## src/rtl/ps2_pkg.sv

```systemverilog
// Shared types and constants for the PS/2 keyboard decoder: frame FSM states,
// prefix/ignore scancodes and the bit positions of the ps2_key event bus.
package ps2_pkg;

    typedef enum logic [2:0] {
        IDLE,
        DATA,
        PARITY,
        STOP,
        PROCESS
    } ps2_state_e;

    localparam logic [7:0] PS2_PFX_EXT    = 8'hE0;
    localparam logic [7:0] PS2_PFX_REL    = 8'hF0;
    localparam logic [7:0] PS2_PFX_PAUSE  = 8'hE1;
    localparam logic [2:0] PS2_PAUSE_SKIP = 3'd7;

    localparam logic [7:0] PS2_IGN_BAT_OK = 8'hAA;
    localparam logic [7:0] PS2_IGN_ACK    = 8'hFA;
    localparam logic [7:0] PS2_IGN_ECHO   = 8'hEE;
    localparam logic [7:0] PS2_IGN_RESEND = 8'hFE;
    localparam logic [7:0] PS2_IGN_ERR0   = 8'h00;
    localparam logic [7:0] PS2_IGN_ERRF   = 8'hFF;

    localparam int KEY_TOGGLE  = 10;
    localparam int KEY_PRESSED = 9;
    localparam int KEY_EXT     = 8;

    // Device responses and buffer-overrun codes that must never reach the key bus.
    function automatic logic ps2_is_ignored(input logic [7:0] code);
        return (code == PS2_IGN_BAT_OK) || (code == PS2_IGN_ACK) ||
               (code == PS2_IGN_ECHO)   || (code == PS2_IGN_RESEND) ||
               (code == PS2_IGN_ERR0)   || (code == PS2_IGN_ERRF);
    endfunction

endpackage

```

## src/rtl/ps2_line_filter.sv

```systemverilog
// Two-flop synchroniser followed by a run-length filter: the output only follows
// the synchronised line after FILTER_LEN consecutive samples that differ from it.
module ps2_line_filter #(
    parameter int FILTER_LEN = 8
) (
    input  logic clk_i,
    input  logic rst_ni,
    input  logic line_i,
    output logic line_o
);

    localparam logic [7:0] RUN_LAST = 8'(FILTER_LEN - 1);

    logic       sync1_q;
    logic       sync2_q;
    logic       out_q;
    logic [7:0] run_q;

    always_ff @(posedge clk_i) begin
        if (!rst_ni) begin
            sync1_q <= 1'b1;
            sync2_q <= 1'b1;
            out_q   <= 1'b1;
            run_q   <= 8'd0;
        end else begin
            sync1_q <= line_i;
            sync2_q <= sync1_q;
            // run_q counts consecutive samples disagreeing with the current output
            if (sync2_q == out_q) begin
                run_q <= 8'd0;
            end else if (run_q == RUN_LAST) begin
                out_q <= sync2_q;
                run_q <= 8'd0;
            end else begin
                run_q <= run_q + 8'd1;
            end
        end
    end

    assign line_o = out_q;

endmodule

```

## src/rtl/ps2_key_decoder.sv

```systemverilog
// PS/2 device-to-host frame receiver folding E0/F0/E1 prefixes into ps2_key events.
// Build option: define PS2_PARITY_CHECK_EN to discard frames failing odd parity.
module ps2_key_decoder
    import ps2_pkg::*;
#(
    parameter int FILTER_LEN     = 8,
    parameter int TIMEOUT_CYCLES = 50000
) (
    input  logic        clk_sys,
    input  logic        reset,
    input  logic        ps2_clk,
    input  logic        ps2_data,
    output logic [10:0] ps2_key,
    output logic        err
);

    localparam int             TW       = (TIMEOUT_CYCLES > 2) ? $clog2(TIMEOUT_CYCLES) : 2;
    localparam logic [TW-1:0]  TMO_LAST = TW'(TIMEOUT_CYCLES - 1);

    logic          clk_f;
    logic          data_f;
    logic          clk_prev_q;
    logic          fall;

    ps2_state_e    state_q;
    logic [7:0]    shreg_q;
    logic          parity_q;
    logic [2:0]    bitcnt_q;
    logic          ext_q;
    logic          rel_q;
    logic [2:0]    skip_q;
    logic [TW-1:0] tmo_q;
    logic [10:0]   key_q;
    logic          err_q;
    logic [10:0]   key_d;
    logic          frame_ok;

    ps2_line_filter #(.FILTER_LEN(FILTER_LEN)) u_clk_filter (
        .clk_i  (clk_sys),
        .rst_ni (reset),
        .line_i (ps2_clk),
        .line_o (clk_f)
    );

    ps2_line_filter #(.FILTER_LEN(FILTER_LEN)) u_data_filter (
        .clk_i  (clk_sys),
        .rst_ni (reset),
        .line_i (ps2_data),
        .line_o (data_f)
    );

    assign fall  = clk_prev_q & ~clk_f;
    assign key_d = {~key_q[KEY_TOGGLE], ~rel_q, ext_q, shreg_q};

`ifdef PS2_PARITY_CHECK_EN
    assign frame_ok = ^{parity_q, shreg_q};
`else
    // The parity bit is kept for observability only; it has no effect on decoding.
    logic unused_parity;
    assign unused_parity = parity_q;
    assign frame_ok      = 1'b1;
`endif

    always_ff @(posedge clk_sys) begin
        if (!reset) begin
            clk_prev_q <= 1'b1;
            state_q    <= IDLE;
            shreg_q    <= 8'd0;
            parity_q   <= 1'b0;
            bitcnt_q   <= 3'd0;
            ext_q      <= 1'b0;
            rel_q      <= 1'b0;
            skip_q     <= 3'd0;
            tmo_q      <= '0;
            key_q      <= 11'd0;
            err_q      <= 1'b0;
        end else begin
            clk_prev_q <= clk_f;
            err_q      <= 1'b0;
            case (state_q)
                IDLE: begin
                    tmo_q <= '0;
                    if (fall && !data_f) begin
                        state_q  <= DATA;
                        bitcnt_q <= 3'd0;
                    end
                end
                PROCESS: begin
                    state_q <= IDLE;
                    tmo_q   <= '0;
                    if (skip_q != 3'd0) begin
                        skip_q <= skip_q - 3'd1;
                    end else if (shreg_q == PS2_PFX_PAUSE) begin
                        skip_q <= PS2_PAUSE_SKIP;
                    end else if (shreg_q == PS2_PFX_EXT) begin
                        ext_q <= 1'b1;
                    end else if (shreg_q == PS2_PFX_REL) begin
                        rel_q <= 1'b1;
                    end else if (ps2_is_ignored(shreg_q)) begin
                        ext_q <= 1'b0;
                        rel_q <= 1'b0;
                    end else begin
                        key_q <= key_d;
                        ext_q <= 1'b0;
                        rel_q <= 1'b0;
                    end
                end
                default: begin
                    // An edge beats a simultaneous timeout terminal count.
                    if (fall) begin
                        tmo_q <= '0;
                        case (state_q)
                            DATA: begin
                                shreg_q  <= {data_f, shreg_q[7:1]};
                                bitcnt_q <= bitcnt_q + 3'd1;
                                if (bitcnt_q == 3'd7) begin
                                    state_q <= PARITY;
                                end
                            end
                            PARITY: begin
                                parity_q <= data_f;
                                state_q  <= STOP;
                            end
                            STOP: begin
                                if (data_f && frame_ok) begin
                                    state_q <= PROCESS;
                                end else begin
                                    state_q <= IDLE;
                                    err_q   <= 1'b1;
                                    ext_q   <= 1'b0;
                                    rel_q   <= 1'b0;
                                    skip_q  <= 3'd0;
                                end
                            end
                            default: state_q <= IDLE;
                        endcase
                    end else if (tmo_q == TMO_LAST) begin
                        state_q <= IDLE;
                        err_q   <= 1'b1;
                        tmo_q   <= '0;
                        ext_q   <= 1'b0;
                        rel_q   <= 1'b0;
                        skip_q  <= 3'd0;
                    end else begin
                        tmo_q <= tmo_q + TW'(1);
                    end
                end
            endcase
        end
    end

    assign ps2_key = key_q;
    assign err     = err_q;

endmodule

```

## config.mk

```make
export PLATFORM = sky130hd
export DESIGN_NAME = ps2_key_decoder
export DESIGN_NICKNAME = d
export VERILOG_FILES = /design/src/rtl/ps2_pkg.sv /design/src/rtl/ps2_line_filter.sv /design/src/rtl/ps2_key_decoder.sv
export SDC_FILE = /design/constraint.sdc
export NUM_CORES = 1
export LEC_CHECK = 0
export CAP_MARGIN = 20
export CORE_MARGIN = 2
export CORE_UTILIZATION = 23
export DETAILED_ROUTE_END_ITERATION = 8
export PLACE_DENSITY = 0.41
export SLEW_MARGIN = 5
export SYNTH_ARGS = -nofsm -noshare
export SYNTH_HDL_FRONTEND = slang
export SYNTH_HIERARCHICAL = 1
export SYNTH_SLANG_ARGS = --single-unit
```

## constraint.sdc

```tcl
create_clock -name clk_sys -period 6 [get_ports clk_sys]
set_input_delay 1.8 -clock clk_sys [delete_from_list [all_inputs] [get_ports clk_sys]]
set_output_delay 1.8 -clock clk_sys [all_outputs]
set_load 0.02 [all_outputs]
```

Word-level counts from Yosys, hierarchy flattened
Cells that the tools add are included.

storage, ports and cells
  bits in registers = 70
  input port bits = 4
  output and inout port bits = 12
  logic and storage cells = 128

cells by class
  add/subtract/negate cells = 5
  equality and inequality tests = 27
  muxes and demuxes = 35
  bitwise logic cells = 15
  reductions and logical operators = 28

operator list
  kind                     count
  $eq A8 B8 Y1 const B     8
  $mux W3                  13
  $pmux W3 S2              3
  $add A16 B1 Y16 const B  1
  $add A8 B1 Y8 const B    2
  $eq A16 B16 Y1 const B   1
  $eq A8 B3 Y1 const B     2
  $mux W1                  16
  $not A1 Y1               14
  $reduce_and A7 Y1        2
  $ne A3 B3 Y1 const B     3
  $pmux W3 S3              1
  $reduce_or A3 Y1         3
  $logic_not A8 Y1         1
  $ne A2 B2 Y1 const B     4
  $eq A3 B2 Y1 const B     2
  $eq A3 B3 Y1 const B     2
  $reduce_and A3 Y1        2
  $reduce_and A6 Y1        1
  $reduce_bool A3 Y1       2
  $logic_or A1 B1 Y1       5
  $ne A5 B5 Y1 const B     1
  $reduce_and A5 Y1        1
  $reduce_or A5 Y1         1
  other kinds (15)         19

Longest topological paths before layout
Gate-level depths: netlist of run 1.

  word-level depth = 8
  gate-level depth with buffers = 7

Modules after synthesis
The synthesis of run 1 kept the hierarchy.

by module, submodules not included
  module           instances  cells an instance  area an instance (um2)  sequential area each (um2)
  ps2_key_decoder  1          263                2,225.9                 960.9
  ps2_line_filter  2          44                 437.9                   220.2

Worst setup path before layout of run 1
OpenSTA, ideal clock, no wires.

  kind = input -> register
  start = input reset
  end = register bitcnt_q[0]
  library setup time = 0.128 ns
  arrival = 2.506 ns
  data required time = 5.872 ns
  setup slack = 3.366 ns
  cell stages on the path = 4
  path through = clkbuf_1 > inv_1 > clkbuf_1 > nor2_1

RTL lines
  element               RTL line                RTL
  from (decl)           ps2_key_decoder.sv:10   input logic reset,
  to (signal assigned)  ps2_key_decoder.sv:115  bitcnt_q <= bitcnt_q + 3'd1;
  to (decl)             ps2_key_decoder.sv:28   logic [2:0] bitcnt_q;

No word-level cell between the ends.

==> results of run 1 <==
[sequential cells by signal (all words and copies together), names as in the netlist, 3 cells and up]
name and cells:
state_q 3, u_clk_filter/run_q 8, tmo_q 16, u_data_filter/run_q 8
bitcnt_q 3, skip_q 3, shreg_q 8, ps2_key 11
[path summary, 6_finish.rpt]
check                           to  cells past startpoint  slack (ns)
max reg2reg              tmo_q[12]                      5        3.83
max                      skip_q[2]                      5        2.91
min          u_data_filter/sync2_q                      1        0.40
min reg2reg  u_data_filter/sync2_q                      1        0.40
[synthesized netlist by cell type, types with 4 or more instances]
cell type,instances,area share
a21oi_1,20,0.032
and2_1,5,0.010
clkbuf_1,10,0.012
dfxtp_1,70,0.45
ha_1,7,0.028
inv_1,10,0.012
mux2i_1,16,0.052
nand2_1,53,0.064
nand2b_1,10,0.020
nand3_1,12,0.019
nand4_1,9,0.018
nor2_1,29,0.035
nor2b_1,4,0.0081
nor3_1,13,0.021
o21a_1,4,0.0097
o21ai_0,12,0.019
or3_1,6,0.012
xnor2_1,7,0.020
xor2_1,14,0.040
[cell usage in the layout (no fill, tap or decap), types with 2 or more instances in the layout]
cell type	n
or4_4	3
nor2b_1	4
o21ai_0	12
clkbuf_16	9
and4_1	3
nand2b_1	10
ha_1	7
clkdlybuf4s50_1	15
nor2_1	29
nand2_1	53
or3_2	2
a22oi_1	2
dfxtp_1	70
clkinv_4	2
or4_1	3
and2_1	5
or3_1	6
xnor2_1	7
clkinv_2	2
a21oi_1	20
o21a_1	4
a211oi_2	2
nor4_1	2
xor2_1	14
nor3_4	2
nor3b_1	3
inv_1	10
mux2i_1	16
nor3_1	13
nand4_1	9
nand3_1	12
[metrics by stage]
stage	setup slack [ns]	util	hold WS, ns
after CTS	2.87	0.282	0.403
after global routing	2.74	0.282	0.423
after floorplan	3.37	-	0.386
after global placement	2.54	0.260	0.391
final	2.91	0.282	0.398
after detailed placement	2.54	0.260	0.395
[layout make-up]
type | instances | share of cell area
Clock buffer | 9 | 0.0604
Clock inverter | 7 | 0.0198
Multi-Input combinational cell | 258 | 0.432
Timing Repair Buffer | 16 | 0.0423
Tap cell | 176 | 0.0591
Sequential cell | 70 | 0.376
Inverter | 10 | 0.0101
[power by group through the flow]
stage	sequential (mW)	combinational, mW	clock [mW]
floorplan	0.479	0.0170	0
detailed placement	0.481	0.0221	0
CTS	0.471	0.0221	0.547
global placement	0.481	0.0221	0
finish	0.471	0.0215	0.529
global route	0.472	0.0252	0.568
[routing by layer]
| layer | track usage | up-vias | wire length, µm |
|---|---|---|---|
| met1 | 0.123 | 1096 | 3060 |
| met3 | 0.0314 | 8 | 164 |
| met2 | 0.141 | 18 | 2760 |
| li1 | - | 1248 | - |
| met4 | 0.0375 | 0 | 106 |
| met5 | 0 | - | 0 |
[worst max-delay path: stages]
cell,delay (ns)
clkdlybuf4s50_1,0.68
buf_4,0.37
nand2_1,0.11
or3_1,0.31
o211ai_1,0.08
[kinds of logic (layout without fill, tap and decap cells)]
kind of cell,after synthesis,count (layout),synth area share
simple gates,163,163,0.273
flops,70,70,0.452
compound gates,50,50,0.104
buf+inv,23,42,0.0290
xor+xnor,21,21,0.0593
mux,16,16,0.0516
fa+ha+maj,8,8,0.0315
==> run metrics, run 1 <==
async set-reset flop share out of synthesis 0; CTS Buffer Depth 2; DP Area 3430 µm²; Syn. warnings 6; Post-Synthesis Cells 351; final routed DRC violation total 0; Clock Sinks 70; Register Area 1400 µm²; Worst setup SP type input pin; postcts setup bufs 0; WL final 6.09 mm; Hold Crit Class register to register; post-synthesis sequential area ratio 0.452; Hold Buf Count CTS 0; Final min period 3.09 ns; reg-to-reg critical path startpoint tmo_q[0]; critical path data arrival time 3.35 ns; Pwr Total 1.02 mW; first-pass GRT wire length 10.8 mm; Initial DRC Count 112; Die Span X 120 µm; hold wc startpoint u_data_filter/sync1_q; DR vias/cell 4.34; routability-driven placement congestion ratio 0.713; placed insts 530; Non-Filler Instances 546; setup tns final 0 ns; outcome finished, final reports clean; Crit path required time 6.26 ns; clock skew 0.00635 ns; Post-synth EDFFs 0; Ports 16; gr usage total 0.0937; Max VDD drop 0.109 mV; Leak 1.21 nW; routed vias 2370; switch share 0.218; Num CTS Buffers 9; antenna violations before repair 0; Final Cell Area 3730 µm²; footprint of the multi-input gates 1610 µm²; vias in the first global route 2245; total grt overflow 0; number of antenna diodes 0; Nets 376; post-cts sizing count 0; largest net degree at the start of global routing 33; syn nets 362; initial core utilization 0.235; CTS HTree Levels 3; pwr dens 274 nW/µm²; clock root cell clkbuf_16; crit path launch reset; Slew HR 0.564; Final period util 0.515; Net Switching 223 µW; Fin. Hold Viols 0; crit end category register; synthesis-to-finish area growth 20.1%; Clock transition at path regs 0.06 ns; post-route ant nets 0; clock share of power 0.518; Max FO, Critical Path 32; fill count 1402; Final Max Slew Viols 0; register bit total from synthesis 70; share of cells above drive strength 1 0.0757; CTS tree done; Synth Cell Area 3100 µm²; part of the power in registers 0.461; Synth cell types 44; MaxCap Viol Count 0; WL/cell 11.2 µm; port bufs 15; RSZ-0062 raised after global routing no; Core Box Area 13200 µm²; internal power 798 µW; Comb pwr share 0.021; main flop type after synthesis dfxtp_1; std cell rows 42; crit path kind input pin to register; Pre-antenna DRT Iters 4; Die Height 120 µm; Clk Latency, worst-skew pair 0.33 ns; die area 14400 µm²; post-DP HPWL 4.18 mm; final count of negative-setup-slack endpoints 0; actual transition at the worst max-transition pin 0.653 ns; f_max 0.323 GHz; syn_area_per_cell 8.84 µm²
No activity file was read; power rests on OpenSTA's default activity.
==> inputs of run 2 (changes only) <==
- clock period: 6 -> 2.95 ns (I/O delays scaled with it)
==> run metrics, run 2 (synthesized netlist as in run 1, its figures left out) <==
outcome finished, final reports clean; initial core utilization 0.235; gr usage total 0.0948; DP Area 3430 µm²; routed vias 2407; Final min period 2.19 ns; Critical path buffers and inverters 1; share of cells above drive strength 1 0.0782; final routed DRC violation total 0; setup tns final 0 ns; part of the power in registers 0.433; Max FO, Critical Path 3; std cell rows 42; Hold Crit Class register to register; max FFs per register 16; MaxCap Viol Count 0; Final Cell Area 3780 µm²; worst path cell trace clkdlybuf4s50_1; most flop-heavy register tmo_q; clock share of power 0.547; crit-path max cell delay 0.62 ns; Hold Buf Count CTS 0; CTS tree done; Num CTS Buffers 9; highest-delay cell along the critical path clkdlybuf4s50_1; final worst setup slack 0.763 ns; CTS Buffer Depth 2; commonest non-fill, non-tap cells in the layout dfxtp_1, nand2_1, nor2_1; switch share 0.196; Max VDD drop 0.277 mV; internal power 1.78 mW; Clock transition at path regs 0.06 ns; DR vias/cell 4.40; pwr dens 586 nW/µm²; Die Span X 120 µm; Crit path required time 2.07 ns; CTS HTree Levels 3; Comb pwr share 0.020; clock skew 0.00670 ns; Worst setup SP type register; post-cts sizing count 0; crit-path leading delay family buffers and inverters; post-DP HPWL 4.23 mm; postcts setup bufs 0; Final Max Slew Viols 0; RSZ-0062 raised after global routing no; first-pass GRT wire length 10.9 mm; Core Box Area 13200 µm²; Slew HR 0.613; WL/cell 11.3 µm; Ports 16; Pre-antenna DRT Iters 4; Fin. Hold Viols 0; actual transition at the worst max-transition pin 0.578 ns; antenna violations before repair 0; WL final 6.16 mm; total grt overflow 0; Placement Setup Slack 0.387 ns; Nets 377; port bufs 15; Pwr Total 2.21 mW; f_max 0.457 GHz; Die Height 120 µm; Clock Sinks 70; die area 14400 µm²; routability-driven placement congestion ratio 0.741; Net Switching 434 µW; Clk Latency, worst-skew pair 0.34 ns; final count of negative-setup-slack endpoints 0; vias in the first global route 2344; largest net degree at the start of global routing 25; Leak 1.24 nW; crit path kind register to output pin; post-route ant nets 0; critical path data arrival time 1.30 ns; commonest non-fill, non-tap cell in the layout dfxtp_1; synthesis-to-finish area growth 21.8%; crit end category output pin; number of antenna diodes 0; Initial DRC Count 68; Final period util 0.741; clock root cell clkbuf_16
## run 2: worst paths after layout
kind / start / endpoint / slack, ns / cells after the start
max reg2reg: tmo_q[0] / rel_q / 0.83 / 6
min reg2reg: u_data_filter/sync1_q / u_data_filter/sync2_q / 0.40 / 1
min: u_data_filter/sync1_q / u_data_filter/sync2_q / 0.40 / 1
max: ps2_key[10] / ps2_key[10] / 0.76 / 1
## run 2: area by class of cell
class	count	area (µm²)
Clock buffer	12	267
Clock inverter	4	77.6
Fill cell	1412	9410
Inverter	10	37.5
Multi-Input combinational cell	258	1610
Sequential cell	70	1400
Tap cell	176	220
Timing Repair Buffer	17	165
## run 2: metrics by stage
step	hold slack, ns	cells	util
floorplan	0.386	351	-
detailed placement	0.395	531	0.260
finish	0.404	547	0.286
global route	0.417	547	0.286
global placement	0.389	531	0.260
CTS	0.409	547	0.286
## run 2: per-layer routing
layer / track usage / vias up / routed length, µm
met5: 0 / - / 0
met4: 0.0485 / 0 / 138
met3: 0.0356 / 10 / 193
met2: 0.142 / 13 / 2740
met1: 0.118 / 1133 / 3090
li1: - / 1251 / -
## run 2: power by group through the flow
| stage | registers, mW | clock network [mW] | logic [mW] |
|---|---|---|---|
| 5_1_grt | 0.959 | 1.30 | 0.0508 |
| 3_5_place_dp | 0.979 | 0 | 0.0462 |
| 4_1_cts | 0.958 | 1.26 | 0.0462 |
| 3_3_place_gp | 0.979 | 0 | 0.0459 |
| 6_report | 0.958 | 1.21 | 0.0446 |
| 2_1_floorplan | 0.975 | 0 | 0.0345 |
==> inputs of run 3 (changes only) <==
- clock period: 2.95 -> 2.2 ns (I/O delays scaled with it)
==> run metrics, run 3 (synthesized netlist as in run 1, its figures left out) <==
outcome finished, final reports clean; switch share 0.209; Reg2Reg Setup Slack 0.23 ns; internal power 2.08 mW; Num CTS Buffers 9; RSZ-0062 raised after global routing no; vias in the first global route 2338; Clock Sinks 70; commonest non-fill, non-tap cells in the layout dfxtp_1, nand2_1, nor2_1; Core Box Area 13200 µm²; MaxCap Viol Count 0; Ports 16; Fin. Hold Viols 0; FF-to-FF End rel_q; clock root cell clkbuf_16; Die Height 120 µm; Clock transition at path regs 0.05 ns; DR vias/cell 4.35; Pre-antenna DRT Iters 4; CTS HTree Levels 3; hold wc startpoint u_data_filter/sync1_q; Leak 1.21 nW; crit end category register; Initial DRC Count 120; max FFs per register 16; WL final 6.26 mm; number of antenna diodes 0; f_max 0.507 GHz; port bufs 15; Max FO, Critical Path 8; Hold Crit Depth 1; post-route ant nets 0; Hold Crit Class register to register; crit path launch tmo_q[11]; Net Switching 549 µW; Nets 379; first-pass GRT wire length 10.8 mm; part of the power in registers 0.489; Comb pwr share 0.024; crit path kind register to register; Final Max Slew Viols 0; post-cts sizing count 0; stages on the worst setup path 5; std cell rows 42; Worst setup SP type register; routability-driven placement congestion ratio 0.725; Pwr Total 2.63 mW; Die Span X 120 µm; CTS tree done; gr usage total 0.0957; Crit path required time 2.39 ns; Clk Latency, worst-skew pair 0.33 ns; Hold Buf Count CTS 0; WL/cell 11.4 µm; Max VDD drop 0.392 mV; reg-to-reg critical path startpoint tmo_q[11]; final count of negative-setup-slack endpoints 0; Slew HR 0.630; crit-path max cell delay 0.50 ns; highest-delay cell along the critical path or4_1; commonest non-fill, non-tap cell in the layout dfxtp_1; setup tns final 0 ns; reg2reg path depth 5; Worst Hold Endpoint u_data_filter/sync2_q; postcts setup bufs 0; post-DP HPWL 4.28 mm; pwr dens 707 nW/µm²; Critical path buffers and inverters 0; synthesis-to-finish area growth 19.9%; critical path data arrival time 2.16 ns; routed vias 2379; share of cells above drive strength 1 0.0728; largest net degree at the start of global routing 41; Final min period 1.97 ns; worst path cell trace or4_1 > or4_4 > o21ai_4 > o32a_1 > a211oi_2; crit-path leading delay family simple AND/OR/NAND/NOR gates; clock skew 0.00514 ns; die area 14400 µm²; most flop-heavy register tmo_q; actual transition at the worst max-transition pin 0.555 ns; CTS Buffer Depth 2; Final period util 0.897; final routed DRC violation total 0; clock share of power 0.486; total grt overflow 0; antenna violations before repair 0; initial core utilization 0.235
run 3: changes by cell type in the layout (fill, tap and decap cells not counted), sizes merged:
cell,delta
buf,+2
bufinv,-2
run 3: power by group through the flow:
stage	Sequential (mW)	Clock (mW)	Combinational, mW
finish	1.29	1.28	0.0637
global placement	1.31	0	0.0649
global route	1.29	1.38	0.0719
floorplan	1.31	0	0.0463
CTS	1.29	1.32	0.0657
detailed placement	1.31	0	0.0653
run 3: area by class of cell:
type | count | area (µm²)
multi-input cells | 258 | 1610
clock inverters | 2 | 10.0
clock buffers | 12 | 246
repair buffers | 19 | 193
well taps | 176 | 220
flip-flops and latches | 70 | 1400
inverters | 10 | 37.5
fillers | 1424 | 9470
run 3: through the flow:
stage / cell area (µm²) / util / setup slack [ns] / hold WS (ns) / std cells
2_1_floorplan: 3100 / - / 0.267 / 0.386 / 351
3_3_place_gp: 3460 / 0.262 / 0.203 / 0.392 / 533
3_5_place_dp: 3460 / 0.262 / 0.199 / 0.396 / 533
4_1_cts: 3720 / 0.282 / 0.215 / 0.411 / 547
5_1_grt: 3720 / 0.282 / 0.131 / 0.437 / 547
6_report: 3720 / 0.282 / 0.227 / 0.407 / 547
run 3: worst max-delay path by stage:
stage | slack (ns) | to
after floorplan | 0.27 | state_q[0]
after global placement | 0.20 | bitcnt_q[1]
after detailed placement | 0.20 | bitcnt_q[0]
after CTS | 0.21 | rel_q
after global routing | 0.13 | ext_q
final | 0.23 | rel_q
run 3: per-layer routing:
| layer | share of wire | wire (µm) | up-vias | track usage |
|---|---|---|---|---|
| li1 | - | - | 1250 | - |
| met1 | 0.48 | 3010 | 1103 | 0.112 |
| met2 | 0.48 | 3000 | 19 | 0.157 |
| met3 | 0.028 | 174 | 7 | 0.0375 |
| met4 | 0.012 | 73 | 0 | 0.0375 |
| met5 | 0 | 0 | - | 0 |
